`src/rtl/dm_arbiter_pkg.sv`:
```
// dm_arbiter_pkg: shared types and defaults for the dm_arbiter slice.
//   - DEF_ADDR_W / DEF_DATA_W : default word-address and data widths of dm
//   - state_e                 : sequencer states (3-bit encoding)
//   - first_state()           : state entered from idle for a granted access
package dm_arbiter_pkg;

    localparam int unsigned DEF_ADDR_W = 16;
    localparam int unsigned DEF_DATA_W = 32;

    typedef enum logic [2:0] {
        StIdle = 3'd0,
        StRd   = 3'd1,
        StWrHi = 3'd2,
        StWrLo = 3'd3,
        StAck  = 3'd4
    } state_e;

    function automatic state_e first_state(input logic we);
        return we ? StWrHi : StRd;
    endfunction

endpackage

```
`src/rtl/dm_arbiter_if.sv`:
```
// dm_arbiter_if: requester-side bundle of the dm arbiter (both ports).
//   req0/req1     : access request, held until the matching ack
//   we0/we1       : 1 = store, 0 = load
//   addr0/addr1   : word address
//   wdata0/wdata1 : store data
//   gnt0/gnt1     : high while that port's access is in progress
//   ack0/ack1     : one-cycle completion pulse
//   rdata         : load data, valid in the ack cycle, shared by both ports
// Modports: master = requester side, slave = arbiter side.
interface dm_arbiter_if
    import dm_arbiter_pkg::*;
#(
    parameter int unsigned ADDR_W = DEF_ADDR_W,
    parameter int unsigned DATA_W = DEF_DATA_W
);

    logic              req0;
    logic              req1;
    logic              we0;
    logic              we1;
    logic [ADDR_W-1:0] addr0;
    logic [ADDR_W-1:0] addr1;
    logic [DATA_W-1:0] wdata0;
    logic [DATA_W-1:0] wdata1;
    logic              gnt0;
    logic              gnt1;
    logic              ack0;
    logic              ack1;
    logic [DATA_W-1:0] rdata;

    modport master (
        output req0, req1, we0, we1, addr0, addr1, wdata0, wdata1,
        input  gnt0, gnt1, ack0, ack1, rdata
    );

    modport slave (
        input  req0, req1, we0, we1, addr0, addr1, wdata0, wdata1,
        output gnt0, gnt1, ack0, ack1, rdata
    );

endinterface

```
`src/rtl/dm_arb_pick.sv`:
```
// dm_arb_pick: combinational winner select for the dm arbiter.
//   req0/req1 : pending requests
//   last_gnt  : port granted most recently
//   win       : winning port index (meaningful only when a request is present)
// Build option DM_ARB_RR_EN: defined -> round-robin on ties (loser of the last
// grant wins); undefined -> fixed priority, port 0 always wins ties.
module dm_arb_pick (
    input  logic req0,
    input  logic req1,
    input  logic last_gnt,
    output logic win
);

`ifdef DM_ARB_RR_EN
    always_comb begin
        win = 1'b0;
        if (req0 && req1) begin
            win = ~last_gnt;
        end else begin
            win = req1;
        end
    end
`else
    // last_gnt has no role under fixed priority; synthesis trims its source.
    logic unused_last_gnt;
    assign unused_last_gnt = last_gnt;

    always_comb begin
        win = 1'b0;
        if (!req0) begin
            win = req1;
        end
    end
`endif

endmodule

```
`src/rtl/dm_arbiter.sv`:
```
// dm_arbiter: two-port arbiter and access sequencer for the SISC data memory dm.
//   clk           : system clock, all state on rising edge
//   rst_f         : asynchronous active-low reset
//   bus           : requester bundle (dm_arbiter_if.slave), ports 0 and 1
//   dm_read_addr  : to dm read_addr, held outside loads
//   dm_write_addr : to dm write_addr, held outside stores
//   dm_write_data : to dm write_data, held outside stores
//   dm_we         : to dm; dm commits a write on the falling edge
//   dm_read_data  : from dm read_data
// Tie-break policy is chosen in dm_arb_pick by the DM_ARB_RR_EN macro.
module dm_arbiter
    import dm_arbiter_pkg::*;
#(
    parameter int unsigned ADDR_W = DEF_ADDR_W,
    parameter int unsigned DATA_W = DEF_DATA_W
) (
    input  logic              clk,
    input  logic              rst_f,
    dm_arbiter_if.slave       bus,
    output logic [ADDR_W-1:0] dm_read_addr,
    output logic [ADDR_W-1:0] dm_write_addr,
    output logic [DATA_W-1:0] dm_write_data,
    output logic              dm_we,
    input  logic [DATA_W-1:0] dm_read_data
);

    state_e            state_q, state_d;
    logic              cur_port_q;
    logic              last_gnt_q;
    logic [ADDR_W-1:0] rd_addr_q;
    logic [ADDR_W-1:0] cur_addr_q;
    logic [DATA_W-1:0] cur_wdata_q;
    logic [DATA_W-1:0] rdata_q;
    logic              dm_we_q;

    logic              win;
    logic              grant;
    logic              win_we;
    logic [ADDR_W-1:0] win_addr;
    logic [DATA_W-1:0] win_wdata;

    dm_arb_pick u_pick (
        .req0     (bus.req0),
        .req1     (bus.req1),
        .last_gnt (last_gnt_q),
        .win      (win)
    );

    assign win_we    = win ? bus.we1    : bus.we0;
    assign win_addr  = win ? bus.addr1  : bus.addr0;
    assign win_wdata = win ? bus.wdata1 : bus.wdata0;

    always_comb begin
        state_d = state_q;
        grant   = 1'b0;
        unique case (state_q)
            StIdle: begin
                if (bus.req0 || bus.req1) begin
                    grant   = 1'b1;
                    state_d = first_state(win_we);
                end
            end
            StRd:    state_d = StAck;
            StWrHi:  state_d = StWrLo;
            StWrLo:  state_d = StAck;
            StAck:   state_d = StIdle;  // requests seen here are ignored
            default: state_d = StIdle;
        endcase
    end

    // dm_we is a flop so the strobe is glitch-free and drops the moment reset
    // asserts, which lets an interrupted store still commit.
    always_ff @(posedge clk or negedge rst_f) begin
        if (!rst_f) begin
            state_q    <= StIdle;
            cur_port_q <= 1'b0;
            last_gnt_q <= 1'b1;
            rd_addr_q  <= '0;
            rdata_q    <= '0;
            dm_we_q    <= 1'b0;
        end else begin
            state_q <= state_d;
            dm_we_q <= (state_d == StWrHi);
            if (grant) begin
                cur_port_q <= win;
                last_gnt_q <= win;
                if (!win_we) begin
                    rd_addr_q <= win_addr;
                end
            end
            if (state_q == StRd) begin
                rdata_q <= dm_read_data;
            end
        end
    end

    // Store address/data are not reset: an async reset mid-strobe must leave
    // them stable so dm's falling-edge commit sees the intended word. Loading
    // them only on store grants keeps the write lines quiet during loads.
    always_ff @(posedge clk) begin
        if (grant && win_we) begin
            cur_addr_q  <= win_addr;
            cur_wdata_q <= win_wdata;
        end
    end

    assign bus.gnt0  = (state_q != StIdle) && !cur_port_q;
    assign bus.gnt1  = (state_q != StIdle) &&  cur_port_q;
    assign bus.ack0  = (state_q == StAck)  && !cur_port_q;
    assign bus.ack1  = (state_q == StAck)  &&  cur_port_q;
    assign bus.rdata = rdata_q;

    assign dm_read_addr  = rd_addr_q;
    assign dm_write_addr = cur_addr_q;
    assign dm_write_data = cur_wdata_q;
    assign dm_we         = dm_we_q;

endmodule

```
`src/flat_wrapper.sv`:
```
// flat-port wrapper written by rule: the top's interface ports become plain ports
module dm_arbiter_flat import dm_arbiter_pkg::*;
#(
    parameter int unsigned ADDR_W = DEF_ADDR_W,
    parameter int unsigned DATA_W = DEF_DATA_W
)
  (clk, rst_f, dm_read_addr, dm_write_addr, dm_write_data, dm_we, dm_read_data, bus_req0, bus_req1, bus_we0, bus_we1, bus_addr0, bus_addr1, bus_wdata0, bus_wdata1, bus_gnt0, bus_gnt1, bus_ack0, bus_ack1, bus_rdata);
  dm_arbiter_if #(.ADDR_W(ADDR_W), .DATA_W(DATA_W)) bus_i ();
  input  logic clk;
  input  logic rst_f;
  output logic [ADDR_W-1:0] dm_read_addr;
  output logic [ADDR_W-1:0] dm_write_addr;
  output logic [DATA_W-1:0] dm_write_data;
  output logic dm_we;
  input  logic [DATA_W-1:0] dm_read_data;
  input wire logic [$bits(bus_i.req0)-1:0] bus_req0;
  input wire logic [$bits(bus_i.req1)-1:0] bus_req1;
  input wire logic [$bits(bus_i.we0)-1:0] bus_we0;
  input wire logic [$bits(bus_i.we1)-1:0] bus_we1;
  input wire logic [$bits(bus_i.addr0)-1:0] bus_addr0;
  input wire logic [$bits(bus_i.addr1)-1:0] bus_addr1;
  input wire logic [$bits(bus_i.wdata0)-1:0] bus_wdata0;
  input wire logic [$bits(bus_i.wdata1)-1:0] bus_wdata1;
  output wire logic [$bits(bus_i.gnt0)-1:0] bus_gnt0;
  output wire logic [$bits(bus_i.gnt1)-1:0] bus_gnt1;
  output wire logic [$bits(bus_i.ack0)-1:0] bus_ack0;
  output wire logic [$bits(bus_i.ack1)-1:0] bus_ack1;
  output wire logic [$bits(bus_i.rdata)-1:0] bus_rdata;
  assign bus_i.req0 = bus_req0;
  assign bus_i.req1 = bus_req1;
  assign bus_i.we0 = bus_we0;
  assign bus_i.we1 = bus_we1;
  assign bus_i.addr0 = bus_addr0;
  assign bus_i.addr1 = bus_addr1;
  assign bus_i.wdata0 = bus_wdata0;
  assign bus_i.wdata1 = bus_wdata1;
  assign bus_gnt0 = bus_i.gnt0;
  assign bus_gnt1 = bus_i.gnt1;
  assign bus_ack0 = bus_i.ack0;
  assign bus_ack1 = bus_i.ack1;
  assign bus_rdata = bus_i.rdata;
  dm_arbiter #(.ADDR_W(ADDR_W), .DATA_W(DATA_W)) u_core (.clk(clk), .rst_f(rst_f), .bus(bus_i), .dm_read_addr(dm_read_addr), .dm_write_addr(dm_write_addr), .dm_write_data(dm_write_data), .dm_we(dm_we), .dm_read_data(dm_read_data));
endmodule
```
`config.mk`:
```
export PLATFORM = sky130hd
export DESIGN_NAME = dm_arbiter_flat
export DESIGN_NICKNAME = d
export VERILOG_FILES = /design/src/rtl/dm_arbiter_pkg.sv /design/src/rtl/dm_arbiter_if.sv /design/src/rtl/dm_arb_pick.sv /design/src/rtl/dm_arbiter.sv /design/src/flat_wrapper.sv
export SDC_FILE = /design/constraint.sdc
export NUM_CORES = 1
export LEC_CHECK = 0
export CORE_MARGIN = 2
export CORE_UTILIZATION = 39
export CTS_BUF_LIST = sky130_fd_sc_hd__clkbuf_4 sky130_fd_sc_hd__clkbuf_8
export DETAILED_ROUTE_END_ITERATION = 7
export PLACE_DENSITY = 0.82
export SLEW_MARGIN = 20
export SYNTH_ARGS = -nofsm -noshare
export SYNTH_HDL_FRONTEND = slang
export SYNTH_SLANG_ARGS = --single-unit
```
`constraint.sdc`:
```
create_clock -name clk -period 4.4 [get_ports clk]
set_input_delay 0.88 -clock clk [delete_from_list [all_inputs] [get_ports clk]]
set_output_delay 0.88 -clock clk [all_outputs]
set_load 0.05 [all_outputs]
```
### Yosys cells after proc, flatten, opt, wreduce, memory -nomap -nowiden

Index checks and enable logic that the tools add are counted.

| word-level totals | value |
|---|---|
| register bits after elaboration | 101 |
| word-level logic and storage cells | 33 |
| output and inout port bits | 101 |
| input bits | 134 |

| operators by class | value |
|---|---|
| eq/ne operators | 5 |
| bitwise logic cells | 1 |
| mux-type cells | 9 |
| reduce and logical (&&, ||, !) cells | 11 |

Operators with widths:

| operator | number |
|---|---|
| 32-bit two-way mux | 1 |
| 16-bit two-way mux | 1 |
| 3-bit by 2-bit == test with 1-bit output, second input constant | 3 |
| 3-bit case mux with 3 select lines | 1 |
| 1-bit logical AND | 5 |
| 1-bit two-way mux | 4 |
| 3-bit by 1-bit == test with 1-bit output, second input constant | 1 |
| 3-bit == test, second input constant | 1 |
| 3-bit zero test | 1 |
| 3-bit two-way mux | 1 |
| 3-bit nonzero test | 1 |
| 2-bit two-way mux | 1 |
| 2-bit AND reduction | 1 |
| 2-bit OR reduction | 1 |
| 1-bit zero test | 1 |
| 1-bit logical OR | 1 |
| 1-bit inverter | 1 |

### Longest topological paths before layout

| depth | value |
|---|---|
| depth after elaboration | 6 |
| mapped depth | 5 |
| depth with buffers taken out | 3 |

### Cells and area by module

A second synthesis with hierarchy kept.

| unflattened totals | value |
|---|---|
| cell total of the unflattened synthesis | 229 |
| area total of the unflattened synthesis | 4,161.5 µm² |

Modules (own cells, without submodules):

| module | cells each | times used | sequential area each (µm²) | area each (µm²) |
|---|---|---|---|---|
| dm_arbiter | 228 | 1 | 2,793.9 | 4,147.7 |
| dm_arb_pick | 1 | 1 | 0.0 | 13.8 |

### Worst setup path before layout

No wires, ideal clock.

| path | value |
|---|---|
| path type | input port to flip-flop |
| start point | input bus_req0 |
| end point | register u_core.cur_addr_q[0], in the netlist u_core.dm_write_addr[0] (enable) |
| library setup time | 0.454 ns |
| buffers on the path | 2 |
| cell stages on the path | 5 |
| required time | 3.946 ns |
| arrival | 3.698 ns |
| path slack | 0.248 ns |
| cell sequence | nand2b_1 > clkbuf_1 > clkbuf_1 > a21oi_1 > nor2_1 |

| between the ends | value |
|---|---|
| word-level cells in the longest chain between the ends | 4 |
| elaborated cells on any way between the ends | 6 |

RTL lines:

| item | RTL line | text |
|---|---|---|
| from (decl) | flat_wrapper.sv:16 | `input wire logic [$bits(bus_i.req0)-1:0] bus_req0;` |
| 1-bit logical OR | dm_arbiter.sv:58 | `if (bus.req0 \|\| bus.req1) begin` |
| 1-bit two-way mux | dm_arbiter.sv:58 |  |
| 1-bit two-way mux | dm_arbiter.sv:56 | `unique case (state_q)` |
| 1-bit logical AND (*) | dm_arbiter.sv:101 | `if (grant && win_we) begin` |
| to (signal assigned) | dm_arbiter.sv:102 | `cur_addr_q <= win_addr;` |
| to (decl) | dm_arbiter.sv:31 | `logic [ADDR_W-1:0] cur_addr_q;` |

Mark *: on every way between the ends. The rest lies on a longest branch, timed or not.
A chain may end at the register's enable or synchronous reset.

### Worst setup path after layout

| path | value |
|---|---|
| start point | input bus_req0 |
| end point | register u_core.cur_wdata_q[6], in the netlist u_core.dm_write_data[6] (enable) |

| between the ends | value |
|---|---|
| word-level cells in the longest chain between the ends | 4 |
| elaborated cells on any way between the ends | 6 |

RTL lines:

| item | RTL line | text |
|---|---|---|
| 1-bit logical OR | dm_arbiter.sv:58 |  |
| 1-bit two-way mux | dm_arbiter.sv:58 |  |
| 1-bit two-way mux | dm_arbiter.sv:56 |  |
| 1-bit logical AND (*) | dm_arbiter.sv:101 |  |
| to (signal assigned) | dm_arbiter.sv:103 | `cur_wdata_q <= win_wdata;` |
| to (decl) | dm_arbiter.sv:32 | `logic [DATA_W-1:0] cur_wdata_q;` |

Marks and branches as above.

==> impl_metrics.json <==
{
  "status": "complete, no violations",
  "clock.fmax_mhz": 329,
  "io_buffer_count": 234,
  "layout_common_cells": "clkdlybuf4s50_1 (233), mux2_2 (95), dfrtp_1 (53), edfxtp_1 (48), clkbuf_8 (9)",
  "tns_ps": 0,
  "slew_headroom_pct": 52.3,
  "synthAdderAreaFrac_pct": 0,
  "skew_ps": 11.0,
  "drtIter0Drc": 122,
  "leakagePower_nw": 2.53,
  "synthSimpleGateAreaFrac_pct": 2.41,
  "p_int_w": 0.00249,
  "synth_mux_area_share_pct": 26.7,
  "ir_drop_v": 0.000478,
  "synth_area_per_cell_sq_um": 17.6,
  "final_common_cell": "clkdlybuf4s50_1",
  "post_drt_wl_per_cell_um": 18.2,
  "synth_top_family_by_area": "multiplexers",
  "ant_nets": 0,
  "yosysWarnings": 0,
  "syn_inst": 230,
  "combinationalPowerShare_pct": 54.7,
  "maxSlewViolCount": 0,
  "diodes": 0,
  "wl_mm": 11.1,
  "dp_hpwl_mm": 8.55,
  "synth_compound_area_share_pct": 1.30,
  "viasPerCell": 4.75,
  "die_h_um": 106,
  "die_w_um": 106,
  "grt_use_total_pct": 19.5,
  "gp_congestion": 0.793,
  "num_vias": 2894,
  "rsz0062_at_grt": "false",
  "worstHoldStart": "u_core.bus.rdata[6]",
  "drc": 0,
  "pin_count": 235,
  "async_reset_ff_share_pct": 52.5,
  "hold_buffers": 0,
  "drt_pre_antenna_iters": 4,
  "crit_end": "u_core.dm_write_data[6]",
  "fin_crit_ps": 3040,
  "clk_pin_slew_ps": 100,
  "hold_viol": 0,
  "drive_gt1_share_pct": 25.6,
  "cts_tree": "built",
  "r2r-start": "u_core.state_q[2]",
  "syn_to_final_growth_pct": 66.1,
  "cts_sinks": 101,
  "critical_path.startpoint": "bus_req0",
  "rr_worst_depth": 4,
  "dieArea_sq_um": 11200,
  "arrival_ps": 3040,
  "power_density_nw_per_um2": 672,
  "rows": 37,
  "start_util_pct": 39.6,
  "min_path_type": "reg -> reg",
  "switchingPower_w": 0.00204,
  "antenna_found_initial": 0,
  "htreeDepth": 3,
  "syn-num-nets": 364,
  "clkLatencyLatePin_ps": 360,
  "pwr-share-seq_pct": 33.2,
  "final_cells": 609,
  "ys_seq_elements": 101,
  "p_clk_share_pct": 12.1,
  "cts_buffers": 9,
  "ys_seq_area_share_pct": 68.2,
  "rrSetupSlack_ps": 2120,
  "crit_required_ps": 4400,
  "timing.rr.end": "u_core.dm_read_addr[6]",
  "cp_max_fo": 49,
  "setup_viol": 0,
  "postCtsResizedCells": 0,
  "grt_pass1_wl_mm": 16.4,
  "grt_max_degree": 54,
  "period_share_pct": 69.1,
  "worst_pin_slew_ps": 715,
  "fin_nets": 603,
  "postCtsSetupBuffers": 0,
  "crit_path_start_kind": "input port",
  "crit_path_end_kind": "flop",
  "post_synth_xor_area_fraction_pct": 0,
  "grt_pass1_vias": 3091,
  "ys_dominant_reg_cell": "dfrtp_1",
  "synth-edff-count": 48,
  "dp_cells": 594,
  "coreArea_sq_um": 10200,
  "cts_root_buf": "clkbuf_8",
  "grt_overflow": 0,
  "switching_share_pct": 45.0,
  "ys_types": 20,
  "crit_type": "in -> reg",
  "clockBufferDepth": 2,
  "maxCapViolCount": 0,
  "netlist_area_sq_um": 4060
}
## synthesized netlist by cell type (all sizes together) (2+ instances only)
cell type	count	area (sq um)
a21oi	3	15.0
buf	8	46.3
clkbuf	3	11.3
dfrtp	53	1330
edfxtp	48	1440
mux2	96	1080
nand2b	2	12.5
nor2	5	18.8
nor2b	2	12.5
o21ai	2	10.0
## through the flow
stage	total power [W]	setup WS, ps	util (%)	hold WS (ps)	instance area [sq um]
after floorplan	0.00311	248	-	482	4060
after global placement	0.00397	1030	64.1	470	6560
after detailed placement	0.00402	942	64.1	477	6560
after CTS	0.00458	1350	65.8	500	6740
after global routing	0.00471	1260	65.8	506	6740
final	0.00452	1360	65.8	494	6740
## how the worst min path moves through the flow
stage	endpoint	cells past startpoint	slack, ps
floorplan	u_core.state_q[2]	1	480
global placement	u_core.bus.rdata[6]	1	470
detailed placement	u_core.bus.rdata[6]	1	480
CTS	u_core.bus.rdata[6]	1	500
global route	u_core.bus.rdata[6]	1	510
finish	u_core.bus.rdata[6]	1	490
## layout make-up
| type | instances | area, sq um |
|---|---|---|
| Clock buffer | 9 | 124 |
| Clock inverter | 6 | 56.3 |
| Fill cell | 744 | 3490 |
| Multi-Input combinational cell | 118 | 1240 |
| Sequential cell | 101 | 2770 |
| Tap cell | 136 | 170 |
| Timing Repair Buffer | 239 | 2370 |
## metal layers
metal	GRT usage (%)	vias up	routed length (um)
met5	0	-	0
met4	6.86	0	183
met3	9.44	12	1250
met2	34.3	147	5620
met1	20.3	1408	4060
li1	-	1327	-
## state kept, by name, indices dropped and copies added (netlist names)
register,flops
u_core.bus.rdata,32
u_core.dm_write_data,32
u_core.dm_read_addr,16
u_core.dm_write_addr,16
u_core.state_q,3
u_core.cur_port_q,1
u_core.dm_we,1
## critical path, stage by stage
cell	delay, ps
clkdlybuf4s50_1	530
nand2b_2	180
buf_4	510
a21oi_1	270
nor2_4	140
buf_4	510
## kinds of logic after synthesis
family | after synthesis
buffers and inverters | 11
AO/OA/AOI/OAI | 6
AND/OR/NAND/NOR | 16
multiplexers | 96
flip-flops | 101
## power by group through the flow
stage	Clock [W]	Sequential, W	Combinational, W
after detailed placement	0	0.00153	0.00249
after CTS	0.000569	0.00151	0.00250
after global placement	0	0.00151	0.00246
after global routing	0.000606	0.00154	0.00257
after floorplan	0	0.00256	0.000552
final	0.000548	0.00150	0.00247
(Power assumes the default switching activity.)
